===== src/rtl/rf_pkg.sv =====
// rtl/rf_pkg.sv - shared widths and writeback entry type for the register-file write arbiter
//
// Purpose: common constants and the FIFO payload type used by wb_fifo and rf_writeback_arbiter.
// Contents:
//   DATA_W      writeback data width (64)
//   REG_ADDR_W  register index width (5)
//   ZERO_REG    hard-wired zero register index; writes to it are discarded
//   wb_entry_t  {rd, data} payload carried through the requester FIFOs
//               (the destination field is named rd because 'reg' is a reserved word)

package rf_pkg;

    localparam int DATA_W     = 64;
    localparam int REG_ADDR_W = 5;

    localparam logic [REG_ADDR_W-1:0] ZERO_REG = 5'd31;

    typedef struct packed {
        logic [REG_ADDR_W-1:0] rd;
        logic [DATA_W-1:0]     data;
    } wb_entry_t;

endpackage


===== src/rtl/wb_fifo.sv =====
// rtl/wb_fifo.sv - synchronous FIFO of writeback entries for one requester
//
// Purpose: buffers accepted writeback entries in arrival order until the arbiter pops them.
// Parameters:
//   DEPTH     number of entries; power of two, >= 2 (pointers wrap by natural overflow)
// Ports:
//   i_clk     clock
//   i_rst     asynchronous active-high reset; empties the FIFO
//   i_push    write i_data at the tail (ignored while full)
//   i_data    entry to write
//   i_pop     drop the head entry (ignored while empty)
//   o_head    current head entry (valid only when !o_empty)
//   o_full    count == DEPTH
//   o_empty   count == 0
//   o_count   number of stored entries, 0..DEPTH

module wb_fifo
    import rf_pkg::*;
#(
    parameter int DEPTH = 4
) (
    input  logic                       i_clk,
    input  logic                       i_rst,
    input  logic                       i_push,
    input  wb_entry_t                  i_data,
    input  logic                       i_pop,
    output wb_entry_t                  o_head,
    output logic                       o_full,
    output logic                       o_empty,
    output logic [$clog2(DEPTH+1)-1:0] o_count
);

    localparam int PTR_W = (DEPTH > 1) ? $clog2(DEPTH) : 1;
    localparam int CNT_W = $clog2(DEPTH + 1);

    wb_entry_t          r_mem [DEPTH];
    logic [PTR_W-1:0]   r_wr_ptr;
    logic [PTR_W-1:0]   r_rd_ptr;
    logic [CNT_W-1:0]   r_count;

    logic               w_do_push;
    logic               w_do_pop;

    // Full/empty come from the start-of-cycle count, so a full FIFO refuses a push
    // even on an edge where it also pops.
    assign o_full    = (r_count == CNT_W'(DEPTH));
    assign o_empty   = (r_count == '0);
    assign o_count   = r_count;
    assign o_head    = r_mem[r_rd_ptr];

    assign w_do_push = i_push && !o_full;
    assign w_do_pop  = i_pop && !o_empty;

    always_ff @(posedge i_clk or posedge i_rst) begin
        if (i_rst) begin
            r_wr_ptr <= '0;
            r_rd_ptr <= '0;
            r_count  <= '0;
        end else begin
            if (w_do_push) begin
                r_wr_ptr <= r_wr_ptr + 1'b1;
            end
            if (w_do_pop) begin
                r_rd_ptr <= r_rd_ptr + 1'b1;
            end
            case ({w_do_push, w_do_pop})
                2'b10:   r_count <= r_count + 1'b1;
                2'b01:   r_count <= r_count - 1'b1;
                default: r_count <= r_count;
            endcase
        end
    end

    // Storage carries no reset; contents are only observed through the pointers.
    always_ff @(posedge i_clk) begin
        if (w_do_push) begin
            r_mem[r_wr_ptr] <= i_data;
        end
    end

endmodule


===== src/rtl/rf_writeback_arbiter.sv =====
// rtl/rf_writeback_arbiter.sv - round-robin arbiter sharing the register file write port
//
// Purpose: buffers ALU (Req0) and load (Req1) writebacks in per-requester FIFOs and drives
//          the register file write port from registered outputs, one write per cycle.
// Build option: RF_SCOREBOARD_EN enables the pending-write scoreboard (BusyA/BusyB);
//               without it the Resv*/RA/RB inputs are ignored and BusyA/BusyB are 0.
// Parameters:
//   DATA_W, ADDR_W  must match rf_pkg (entry type is fixed there)
//   FIFO_DEPTH      entries per requester FIFO; power of two, >= 2
// Ports:
//   Clk, Reset                  clock; asynchronous active-high reset
//   Wr0Valid/Ready/Reg/Data     Req0 (ALU) writeback handshake
//   Wr1Valid/Ready/Reg/Data     Req1 (load) writeback handshake
//   RegWr, RW, BusW             register file write port (registered)
//   Idle                        both FIFOs empty and no write on the port
//   ResvValid, ResvReg          destination reservation from issue
//   RA, RB                      hazard query indices
//   BusyA, BusyB                write pending on RA / RB

module rf_writeback_arbiter #(
    parameter int DATA_W     = rf_pkg::DATA_W,
    parameter int ADDR_W     = rf_pkg::REG_ADDR_W,
    parameter int FIFO_DEPTH = 4
) (
    input  logic              Clk,
    input  logic              Reset,
    input  logic              Wr0Valid,
    output logic              Wr0Ready,
    input  logic [ADDR_W-1:0] Wr0Reg,
    input  logic [DATA_W-1:0] Wr0Data,
    input  logic              Wr1Valid,
    output logic              Wr1Ready,
    input  logic [ADDR_W-1:0] Wr1Reg,
    input  logic [DATA_W-1:0] Wr1Data,
    output logic              RegWr,
    output logic [ADDR_W-1:0] RW,
    output logic [DATA_W-1:0] BusW,
    output logic              Idle,
    input  logic              ResvValid,
    input  logic [ADDR_W-1:0] ResvReg,
    input  logic [ADDR_W-1:0] RA,
    input  logic [ADDR_W-1:0] RB,
    output logic              BusyA,
    output logic              BusyB
);

    import rf_pkg::*;

    localparam int CNT_W = $clog2(FIFO_DEPTH + 1);

    wb_entry_t          w_in0;
    wb_entry_t          w_in1;
    wb_entry_t          w_head0;
    wb_entry_t          w_head1;
    logic               w_full0;
    logic               w_full1;
    logic               w_empty0;
    logic               w_empty1;
    logic [CNT_W-1:0]   w_count0_unused;
    logic [CNT_W-1:0]   w_count1_unused;
    logic               w_push0;
    logic               w_push1;
    logic               w_gnt0;
    logic               w_gnt1;

    logic               r_reg_wr;
    logic [ADDR_W-1:0]  r_rw;
    logic [DATA_W-1:0]  r_busw;
    logic               r_last_gnt;   // 0 = Req0 granted last, 1 = Req1

    // Ready is forced low during reset so nothing is handshaken while the FIFOs are cleared.
    assign Wr0Ready = !w_full0 && !Reset;
    assign Wr1Ready = !w_full1 && !Reset;

    // Writes to the zero register complete the handshake but are never stored.
    assign w_push0 = Wr0Valid && Wr0Ready && (Wr0Reg != ZERO_REG);
    assign w_push1 = Wr1Valid && Wr1Ready && (Wr1Reg != ZERO_REG);

    assign w_in0.rd   = Wr0Reg;
    assign w_in0.data = Wr0Data;
    assign w_in1.rd   = Wr1Reg;
    assign w_in1.data = Wr1Data;

    wb_fifo #(.DEPTH(FIFO_DEPTH)) u_fifo0 (
        .i_clk   (Clk),
        .i_rst   (Reset),
        .i_push  (w_push0),
        .i_data  (w_in0),
        .i_pop   (w_gnt0),
        .o_head  (w_head0),
        .o_full  (w_full0),
        .o_empty (w_empty0),
        .o_count (w_count0_unused)
    );

    wb_fifo #(.DEPTH(FIFO_DEPTH)) u_fifo1 (
        .i_clk   (Clk),
        .i_rst   (Reset),
        .i_push  (w_push1),
        .i_data  (w_in1),
        .i_pop   (w_gnt1),
        .o_head  (w_head1),
        .o_full  (w_full1),
        .o_empty (w_empty1),
        .o_count (w_count1_unused)
    );

    // Req1 wins when it is the only one waiting, or on a tie when Req0 went last.
    assign w_gnt1 = !w_empty1 && (w_empty0 || !r_last_gnt);
    assign w_gnt0 = !w_empty0 && !w_gnt1;

    always_ff @(posedge Clk or posedge Reset) begin
        if (Reset) begin
            r_reg_wr   <= 1'b0;
            r_rw       <= '0;
            r_busw     <= '0;
            r_last_gnt <= 1'b1;
        end else begin
            r_reg_wr <= w_gnt0 || w_gnt1;
            if (w_gnt0) begin
                r_rw       <= w_head0.rd;
                r_busw     <= w_head0.data;
                r_last_gnt <= 1'b0;
            end else if (w_gnt1) begin
                r_rw       <= w_head1.rd;
                r_busw     <= w_head1.data;
                r_last_gnt <= 1'b1;
            end
        end
    end

    assign RegWr = r_reg_wr;
    assign RW    = r_rw;
    assign BusW  = r_busw;
    assign Idle  = w_empty0 && w_empty1 && !r_reg_wr;

`ifdef RF_SCOREBOARD_EN
    localparam int NREG = (1 << ADDR_W) - 1;   // every register except the zero register

    logic [NREG-1:0] r_pend;
    logic [NREG:0]   w_pend_ext;

    // A reservation landing on the same edge as the commit of that register wins,
    // so a re-issued destination stays busy.
    always_ff @(posedge Clk or posedge Reset) begin
        if (Reset) begin
            r_pend <= '0;
        end else begin
            for (int i = 0; i < NREG; i++) begin
                if (ResvValid && (ResvReg == ADDR_W'(i))) begin
                    r_pend[i] <= 1'b1;
                end else if (r_reg_wr && (r_rw == ADDR_W'(i))) begin
                    r_pend[i] <= 1'b0;
                end
            end
        end
    end

    // Top bit stands for the zero register and is never pending.
    assign w_pend_ext = {1'b0, r_pend};
    assign BusyA      = w_pend_ext[RA];
    assign BusyB      = w_pend_ext[RB];
`else
    logic w_sb_unused;

    assign w_sb_unused = ^{ResvValid, ResvReg, RA, RB};
    assign BusyA       = 1'b0;
    assign BusyB       = 1'b0;
`endif

endmodule


===== config.mk =====
export PLATFORM = sky130hd
export DESIGN_NAME = rf_writeback_arbiter
export DESIGN_NICKNAME = d
export VERILOG_FILES = /design/src/rtl/rf_pkg.sv /design/src/rtl/wb_fifo.sv /design/src/rtl/rf_writeback_arbiter.sv
export SDC_FILE = /design/constraint.sdc
export NUM_CORES = 1
export LEC_CHECK = 0
export ABC_CLOCK_PERIOD_IN_PS = 3800
export CAP_MARGIN = 20
export CORE_ASPECT_RATIO = 2
export CORE_MARGIN = 2
export CORE_UTILIZATION = 57
export DETAILED_ROUTE_END_ITERATION = 8
export PLACE_DENSITY = 0.78
export RECOVER_POWER = 50
export SYNTH_ARGS = -nofsm -noshare
export SYNTH_HDL_FRONTEND = slang
export SYNTH_SLANG_ARGS = --single-unit

===== constraint.sdc =====
create_clock -name Clk -period 3.8 [get_ports Clk]
set_clock_uncertainty 0.2 [all_clocks]
set_input_delay 0.57 -clock Clk [delete_from_list [all_inputs] [get_ports Clk]]
set_output_delay 0.57 -clock Clk [all_outputs]
set_load 0.02 [all_outputs]

After elaboration in Yosys (flattened, before gate mapping)
Memory sizes are Yosys's and may differ from the RTL's.
Index checks and enable logic that the tools add are counted.
{"block": "totals", "reg_bits": 85, "ramBits": 552, "in_bits": 158, "n_memories": 2}
{"name": "u_fifo0.r_mem", "depth": 4, "word_bits": 69, "read_ports": 1, "rd_clocked_by_memory_dff": 0, "write_ports": 1, "line": "wb_fifo.sv:36", "text": "wb_entry_t r_mem [DEPTH];"}
{"name": "u_fifo1.r_mem", "depth": 4, "word_bits": 69, "read_ports": 1, "rd_clocked_by_memory_dff": 0, "write_ports": 1, "line": "wb_fifo.sv:36"}
{"block": "op_classes", "addsub": 8, "n_eq_ne": 8, "muxes": 12, "reduce_logical": 29}
{"cell": "64-bit 2-to-1 mux", "count": 2}
{"cell": "1-bit logical AND", "count": 14}
{"cell": "3-bit one-hot mux with 2 select lines", "count": 2}
{"cell": "5-bit 2-to-1 mux", "count": 2}
{"cell": "5-bit != test (second input constant)", "count": 2}
{"cell": "2-bit by 1-bit adder with 2-bit output (second input constant)", "count": 4}
{"cell": "1-bit logical NOT", "count": 8}
{"cell": "3-bit by 1-bit adder with 3-bit output (second input constant)", "count": 2}
{"cell": "3-bit == test (second input constant)", "count": 2}
{"cell": "3-bit logical NOT", "count": 2}
{"cell": "1-bit 2-to-1 mux", "count": 6}
{"cell": "2-bit nonzero test", "count": 3}
{"cell": "3-bit by 1-bit subtractor with 3-bit output (second input constant)", "count": 2}
{"cell": "2-bit by 1-bit == test with 1-bit output (second input constant)", "count": 2}
{"cell": "2-bit == test (second input constant)", "count": 2}
{"cell": "1-bit logical OR", "count": 2}

Logic depth before layout (Yosys ltp)
Gate-level depths: netlist of run 1.
{"block": "logic_depth", "depth_word": 8, "depth_mapped": 10, "mapped_depth_nobuf": 9}

Cells and area by module
A second synthesis of run 1 with hierarchy kept.
{"block": "unflattened", "cells_unflattened": 1041, "area_unflattened_um2": 24856.3}
{"mod": "wb_fifo", "n_inst": 2, "cells_per_inst": 399, "area_each_um2": 10461.3}
{"mod": "rf_writeback_arbiter", "n_inst": 1, "cells_per_inst": 243, "area_each_um2": 3933.8}

Worst setup path after synthesis of run 1
No wires, ideal clock.
{"block": "synth_path", "kind": "input-to-reg", "start": "in Reset", "end": "mem u_fifo0.r_mem[0][0] (netlist bit) (enable)", "setup_ns": 0.435, "arrival_ns": 4.534, "required_ns": 3.165, "path_slack_ns": -1.368, "cell_stages": 3, "path_buffers": 0, "path_cell_list": "inv_1 > o2111a_1 > and2_1"}
{"block": "synth_via", "elab_chain_cells": 7}
{"item": "start, declared", "line": "rf_writeback_arbiter.sv:26", "text": "input logic Reset,"}
{"item": "1-bit logical NOT (no source line)"}
{"item": "1-bit logical AND", "line": "rf_writeback_arbiter.sv:72", "text": "assign Wr0Ready = !w_full0 && !Reset;"}
{"item": "1-bit logical AND (2 in series)", "line": "rf_writeback_arbiter.sv:76", "text": "assign w_push0 = Wr0Valid && Wr0Ready && (Wr0Reg != ZERO_REG);"}
{"item": "1-bit logical AND", "line": "wb_fifo.sv:51", "text": "assign w_do_push = i_push && !o_full;"}
{"item": "1-bit 2-to-1 mux", "line": "wb_fifo.sv:76", "text": "if (w_do_push) begin"}
{"item": "1-bit 2-to-1 mux (not written as such)", "line": "wb_fifo.sv:77", "text": "r_mem[r_wr_ptr] <= i_data;"}
{"item": "end, declared", "line": "wb_fifo.sv:36"}
Every way passes these cells.

Worst setup path in the final report of run 1
{"block": "layout_path", "start": "in Reset", "end": "mem u_fifo0.r_mem[3][18] (netlist bit) (enable)"}
The elaborated chain is that of the path after synthesis.

==> metrics, run 1 <==
count of pins over their slew limit 124; commonest cells after routing, fill and taps aside 552 x edfxtp_1, 139 x dlygate4sd3_1, 138 x mux4_2, 119 x a211oi_1, 80 x dfrtp_1; Total GRT Usage 25.1%; initial core utilization 57.8%; first-pass iteration count of the detailed router 5; layout cells sized above 1 19.7%; antenna violations before repair 19; Hold Path Cell Cnt 1; clock buffer depth 3; cells after synthesis 1213; RSZ-0062 raised after global routing no; vias in the first global route 14185; first-pass GRT wire length 85700 um; Seq cells post-synth 637; total detailed-routing wirelength 57100 um; R2R depth 4; IO buf count 214; Req. time, crit path 3.87 ns; CTS Buf Count 51; HPWL Detailed 34500 um; pre-CTS setup slack 0.592 ns; Max Fclk 0.297 GHz; commonest non-fill, non-tap cell in the layout edfxtp_1; num rows 108; die span in x 152 um; via count 12921; total of max-cap violations 3; post-synthesis sequential area ratio 74.6%; Syn. warnings 0; worst skew pair latency 0.58 ns; clock transition at the registers of the reported paths 0.07 ns; CTS tree built; Reg-to-Reg End u_fifo0.r_mem[3][18]$_DFFE_PP_; Fill cells 2697; hold path endpoint u_fifo1.o_count[2]$_DFFE_PP0P_; Slew @ Worst Pin 2.11 ns; Register Area 18700 sq um; die height 301 um; crit path DAT 3.43 ns; Placer Congestion 0.769; hold path startpoint u_fifo1.o_count[2]$_DFFE_PP0P_; VDD IR max 554 uV; startpoint types input port; PwrDens 766 nW/um^2; die footprint 45800 sq um; multi-input logic area 5850 sq um; ANT nets after route 0; postcts setup bufs 0; Area Growth Syn to Fin 18.4%; synth unique cells 38; WL/cell 28.1 um; drt first-iter violations 1098; reg2reg start u_fifo0.o_count[2]$_DFFE_PP0P_; clock sinks 637; hold buffers post-CTS 0; H-tree Lvls 2; internal reg-to-reg setup slack 0.60 ns; failing checks capacitance limit, slew limit; DRC Markers 0; core area 43400 sq um; Final Setup Violations 0; io pins 233; outcome complete, but fails checks; total power 22.7 mW; final period utilization 88.5%; CTS root buffer clkbuf_16; worst setup path class input port to flop; CP Max Fanout 27; routed vias/inst 6.35; # nets final 1602; CTS resizes 0; setup_tns 0 ns; grt ovf 0; Syn Area/Cell 20.7 sq um; CP Capture Type flop; Hold Crit Class flop to flop; P_leak 10.0 nW; worst hold slack 0.378 ns; Hold Fails Final Rpt 0; pin count of the biggest net entering global routing 140; Rel. slew slack -40.6%; mapped cell area 25100 sq um; Final WS setup 0.437 ns; clock period minus final worst setup slack 3.36 ns
-- worst max path at each step --
stage,slack [ns],end,cells past startpoint,startpoint
finish,0.44,u_fifo0.r_mem[3][18]$_DFFE_PP_,5,Reset
detailed placement,0.59,u_fifo1.r_mem[1][14]$_DFFE_PP_,5,Wr1Reg[1]
global placement,0.66,u_fifo1.r_mem[1][51]$_DFFE_PP_,5,Wr1Reg[1]
CTS,0.60,Idle,5,u_fifo1.o_count[0]$_DFFE_PP0P_
global route,0.31,u_fifo0.r_mem[3][20]$_DFFE_PP_,5,Reset
floorplan,0.20,u_fifo0.o_count[2]$_DFFE_PP0P_,9,Reset
-- synth_stat cells, drive strengths merged --
| master | count | share of area, % |
|---|---|---|
| mux2i | 71 | 2.8 |
| o2111a | 1 | 0.045 |
| or3b | 1 | 0.035 |
| dfrtp | 84 | 8.4 |
| nor3b | 1 | 0.030 |
| and4 | 1 | 0.035 |
| and2 | 9 | 0.22 |
| o31ai | 1 | 0.030 |
| a21boi | 1 | 0.030 |
| o211ai | 1 | 0.030 |
| ha | 10 | 0.50 |
| or3 | 2 | 0.050 |
| dfstp | 1 | 0.10 |
| xnor2 | 6 | 0.21 |
| mux4 | 138 | 12 |
| a2111oi | 1 | 0.11 |
| xor2 | 6 | 0.21 |
| clkbuf | 40 | 0.61 |
| nor2 | 4 | 0.060 |
| mux2 | 2 | 0.090 |
| nor3 | 71 | 1.5 |
| inv | 15 | 0.22 |
| fa | 2 | 0.16 |
| a21oi | 2 | 0.055 |
| nand3 | 2 | 0.040 |
| a211oi | 138 | 4.5 |
| conb | 1 | 0.015 |
| buf | 47 | 1.3 |
| nand2 | 2 | 0.030 |
| edfxtp | 552 | 66 |
-- flip-flops by register name (all words and copies together), names as in the netlist --
signal	count
BusW	64
RW	5
RegWr	1
r_last_gnt	1
u_fifo0.o_count	3
u_fifo0.r_mem	276
u_fifo0.r_rd_ptr	2
u_fifo0.r_wr_ptr	2
u_fifo1.o_count	3
u_fifo1.r_mem	276
u_fifo1.r_rd_ptr	2
u_fifo1.r_wr_ptr	2
-- logic make-up after synthesis --
group           count (synthesis)  share of synthesized area [%]
compound gates                145                           4.81
xor+xnor                       12                          0.419
fa+ha+maj                      12                          0.659
buf+inv                       102                           2.18
flops                         637                           74.6
mux                           211                           15.3
other cells                     1                         0.0150
simple gates                   93                           1.96
-- layout make-up --
cell class,instances,share of cell area (%)
Timing Repair Buffer,252,8.86
Multi-Input combinational cell,475,19.7
Sequential cell,637,63.1
Tap cell,550,2.32
Antenna cell,11,0.0928
Inverter,15,0.202
Clock buffer,75,5.02
Clock inverter,20,0.708
-- critical path, stage by stage --
cell and delay, ns:
dlygate4sd3_1 0.64, clkinvlp_2 0.19, o2111a_1 0.35, and2_1 1.33, buf_12 0.32
-- per-layer routing --
metal  track usage [%]  part of all wire [%]
met1              29.2                    36
met4              10.7                   3.8
met2              46.5                    55
met5                 0                  0.10
met3              3.77                   5.2
-- where the power goes --
part / switching, mW / total [mW] / internal [mW]
registers: 1.03 / 9.83 / 8.80
clock network: 2.37 / 5.37 / 3.00
logic: 3.95 / 7.55 / 3.60
-- metrics by stage --
step | utilization, % | cells | cell area [sq um]
after CTS | 68.4 | 2024 | 29700
after global placement | 64.5 | 1929 | 28000
final | 68.4 | 2035 | 29700
after global routing | 68.4 | 2031 | 29700
after floorplan | - | 1214 | 25100
after detailed placement | 64.5 | 1929 | 28000
No activity file was read; power rests on OpenSTA's default activity.
==> run 2: changes to the inputs <==
--- a/config.mk
+++ b/config.mk
@@ -5,7 +5,7 @@
 export SDC_FILE = /design/constraint.sdc
 export NUM_CORES = 1
 export LEC_CHECK = 0
-export ABC_CLOCK_PERIOD_IN_PS = 3800
+export ABC_CLOCK_PERIOD_IN_PS = 3400
 export CAP_MARGIN = 20
 export CORE_ASPECT_RATIO = 2
 export CORE_MARGIN = 2
==> constraint.sdc (replaced) <==
create_clock -name Clk -period 3.4 [get_ports Clk]
set_clock_uncertainty 0.2 [all_clocks]
set_input_delay 0.51 -clock Clk [delete_from_list [all_inputs] [get_ports Clk]]
set_output_delay 0.51 -clock Clk [all_outputs]
set_load 0.02 [all_outputs]
==> run 2 against run 1 <==
Sequential cell count stayed put; the run now ends clean; setup slack worse by 0.15 ns; largest cell class unchanged; global-route usage is 0.48 points lower; register-to-register slack worse by 0.24 ns; count of clock-buffer cells in the layout is 9 lower; critical path type unchanged.
==> metrics, run 2 (same netlist as run 1, synthesis figures left out) <==
CP Capture Type flop; layout cells sized above 1 20.5%; drt first-iter violations 968; Fill cells 2663; met2 WL 30300 um; clock period minus final worst setup slack 3.11 ns; first-pass GRT wire length 84600 um; H-tree Lvls 2; non-filler cells, final 2038; RSZ-0062 raised after global routing no; Slew @ Worst Pin 1.43 ns; die height 301 um; Req. time, crit path 3.38 ns; commonest non-fill, non-tap cell in the layout edfxtp_1; die footprint 45800 sq um; CTS resizes 0; routed vias/inst 6.28; first-pass iteration count of the detailed router 5; final period utilization 91.6%; Inst Count DP 1928; clock transition at the registers of the reported paths 0.07 ns; Hold Fails Final Rpt 0; # nets final 1602; clock sinks 637; worst setup path class input port to flop; CTS tree built; Area Growth Syn to Fin 18.9%; DP Area 28000 sq um; PwrDens 865 nW/um^2; Placer Congestion 0.774; die span in x 152 um; Rel. slew slack 4.44%; DRC Markers 0; postcts setup bufs 0; pre-CTS setup slack 0.287 ns; antenna violations before repair 26; vias in the first global route 13688; Met1 Wirelength 20200 um; CTS Buf Count 52; CP Max Fanout 44; total of max-cap violations 0; Total GRT Usage 24.7%; Hold Crit Class input port to asynchronous set/reset pin; metal3 WL 2960 um; num rows 108; initial core utilization 57.8%; Final WS setup 0.285 ns; grt ovf 0; post-layout util 68.7%; core area 43400 sq um; clock buffer depth 3; total detailed-routing wirelength 56100 um; post-route cell area 29800 sq um; outcome finished clean; CTS root buffer clkbuf_16; ANT nets after route 0; crit path DAT 3.10 ns; WL/cell 27.5 um; P_leak 10.1 nW; hold buffers post-CTS 0; VDD IR max 725 uV; count of pins over their slew limit 0; via count 12796; Max Fclk 0.321 GHz; worst skew pair latency 0.58 ns; pin count of the biggest net entering global routing 140; Final Setup Violations 0; Max Used Layer met5; startpoint types input port; commonest cells after routing, fill and taps aside 552 x edfxtp_1, 139 x dlygate4sd3_1, 138 x mux4_2, 119 x a211oi_1, 80 x dfrtp_1; HPWL Detailed 34700 um; total power 25.8 mW; IO buf count 214; io pins 233
-- run 2: changes by cell type in the layout (fill, tap and decap cells not counted), moves of 2 or more --
cell,delta
clkinv_2,+7
clkbuf_1,-6
buf_4,-5
clkbuf_8,-5
bufinv_16,+4
clkbuf_4,+2
clkinv_1,-2
clkinvlp_4,+2
-- run 2: final cells by class --
class / count / area (sq um) / area share, %
timing repair buffer: 251 / 2630 / 8.84
inverter: 15 / 60.1 / 0.201
antenna: 12 / 30.0 / 0.101
sequential: 637 / 18700 / 62.8
tap: 550 / 688 / 2.31
clock inverter: 32 / 387 / 1.30
multi-input combinational: 475 / 5860 / 19.7
clock buffer: 66 / 1430 / 4.79
-- run 2: routing by layer --
metal / vias up / track usage, %
met5: - / 0
met4: 18 / 10.9
met3: 135 / 3.64
met2: 476 / 44.2
met1: 6667 / 29.8
li1: 5500 / -
-- run 2: worst paths after layout --
check / depth (start not counted) / slack [ns] / startpoint / to
max: 5 / 0.29 / Reset / u_fifo0.r_mem[1][48]$_DFFE_PP_
min: 2 / 0.23 / Reset / BusW[12]$_DFFE_PP0P_
max in group asynchronous: 4 / 0.51 / Reset / u_fifo1.r_rd_ptr[0]$_DFFE_PP0P_
min reg2reg: 1 / 0.37 / u_fifo1.o_count[2]$_DFFE_PP0P_ / u_fifo1.o_count[2]$_DFFE_PP0P_
min in group Clk: 1 / 0.37 / u_fifo1.o_count[2]$_DFFE_PP0P_ / u_fifo1.o_count[2]$_DFFE_PP0P_
max reg2reg: 4 / 0.36 / u_fifo0.o_count[0]$_DFFE_PP0P_ / u_fifo0.r_mem[1][48]$_DFFE_PP_
-- run 2: worst max-delay path, stage by stage --
cell and delay, ns:
dlygate4sd3_1 0.61, clkinvlp_2 0.26, o2111a_1 0.43, and2_4 0.20
clkbuf_2 1.02
-- run 2: per-stage QoR --
stage | setup TNS [ns] | hold slack [ns]
floorplan | -4.36 | 0.287
global placement | 0 | 0.345
detailed placement | 0 | 0.357
CTS | 0 | 0.0889
global route | 0 | 0.238
finish | 0 | 0.234
-- run 2: power breakdown --
group	switching [mW]	internal (mW)
Sequential	1.01	9.85
Clock	2.71	3.60
Combinational	4.58	4.04
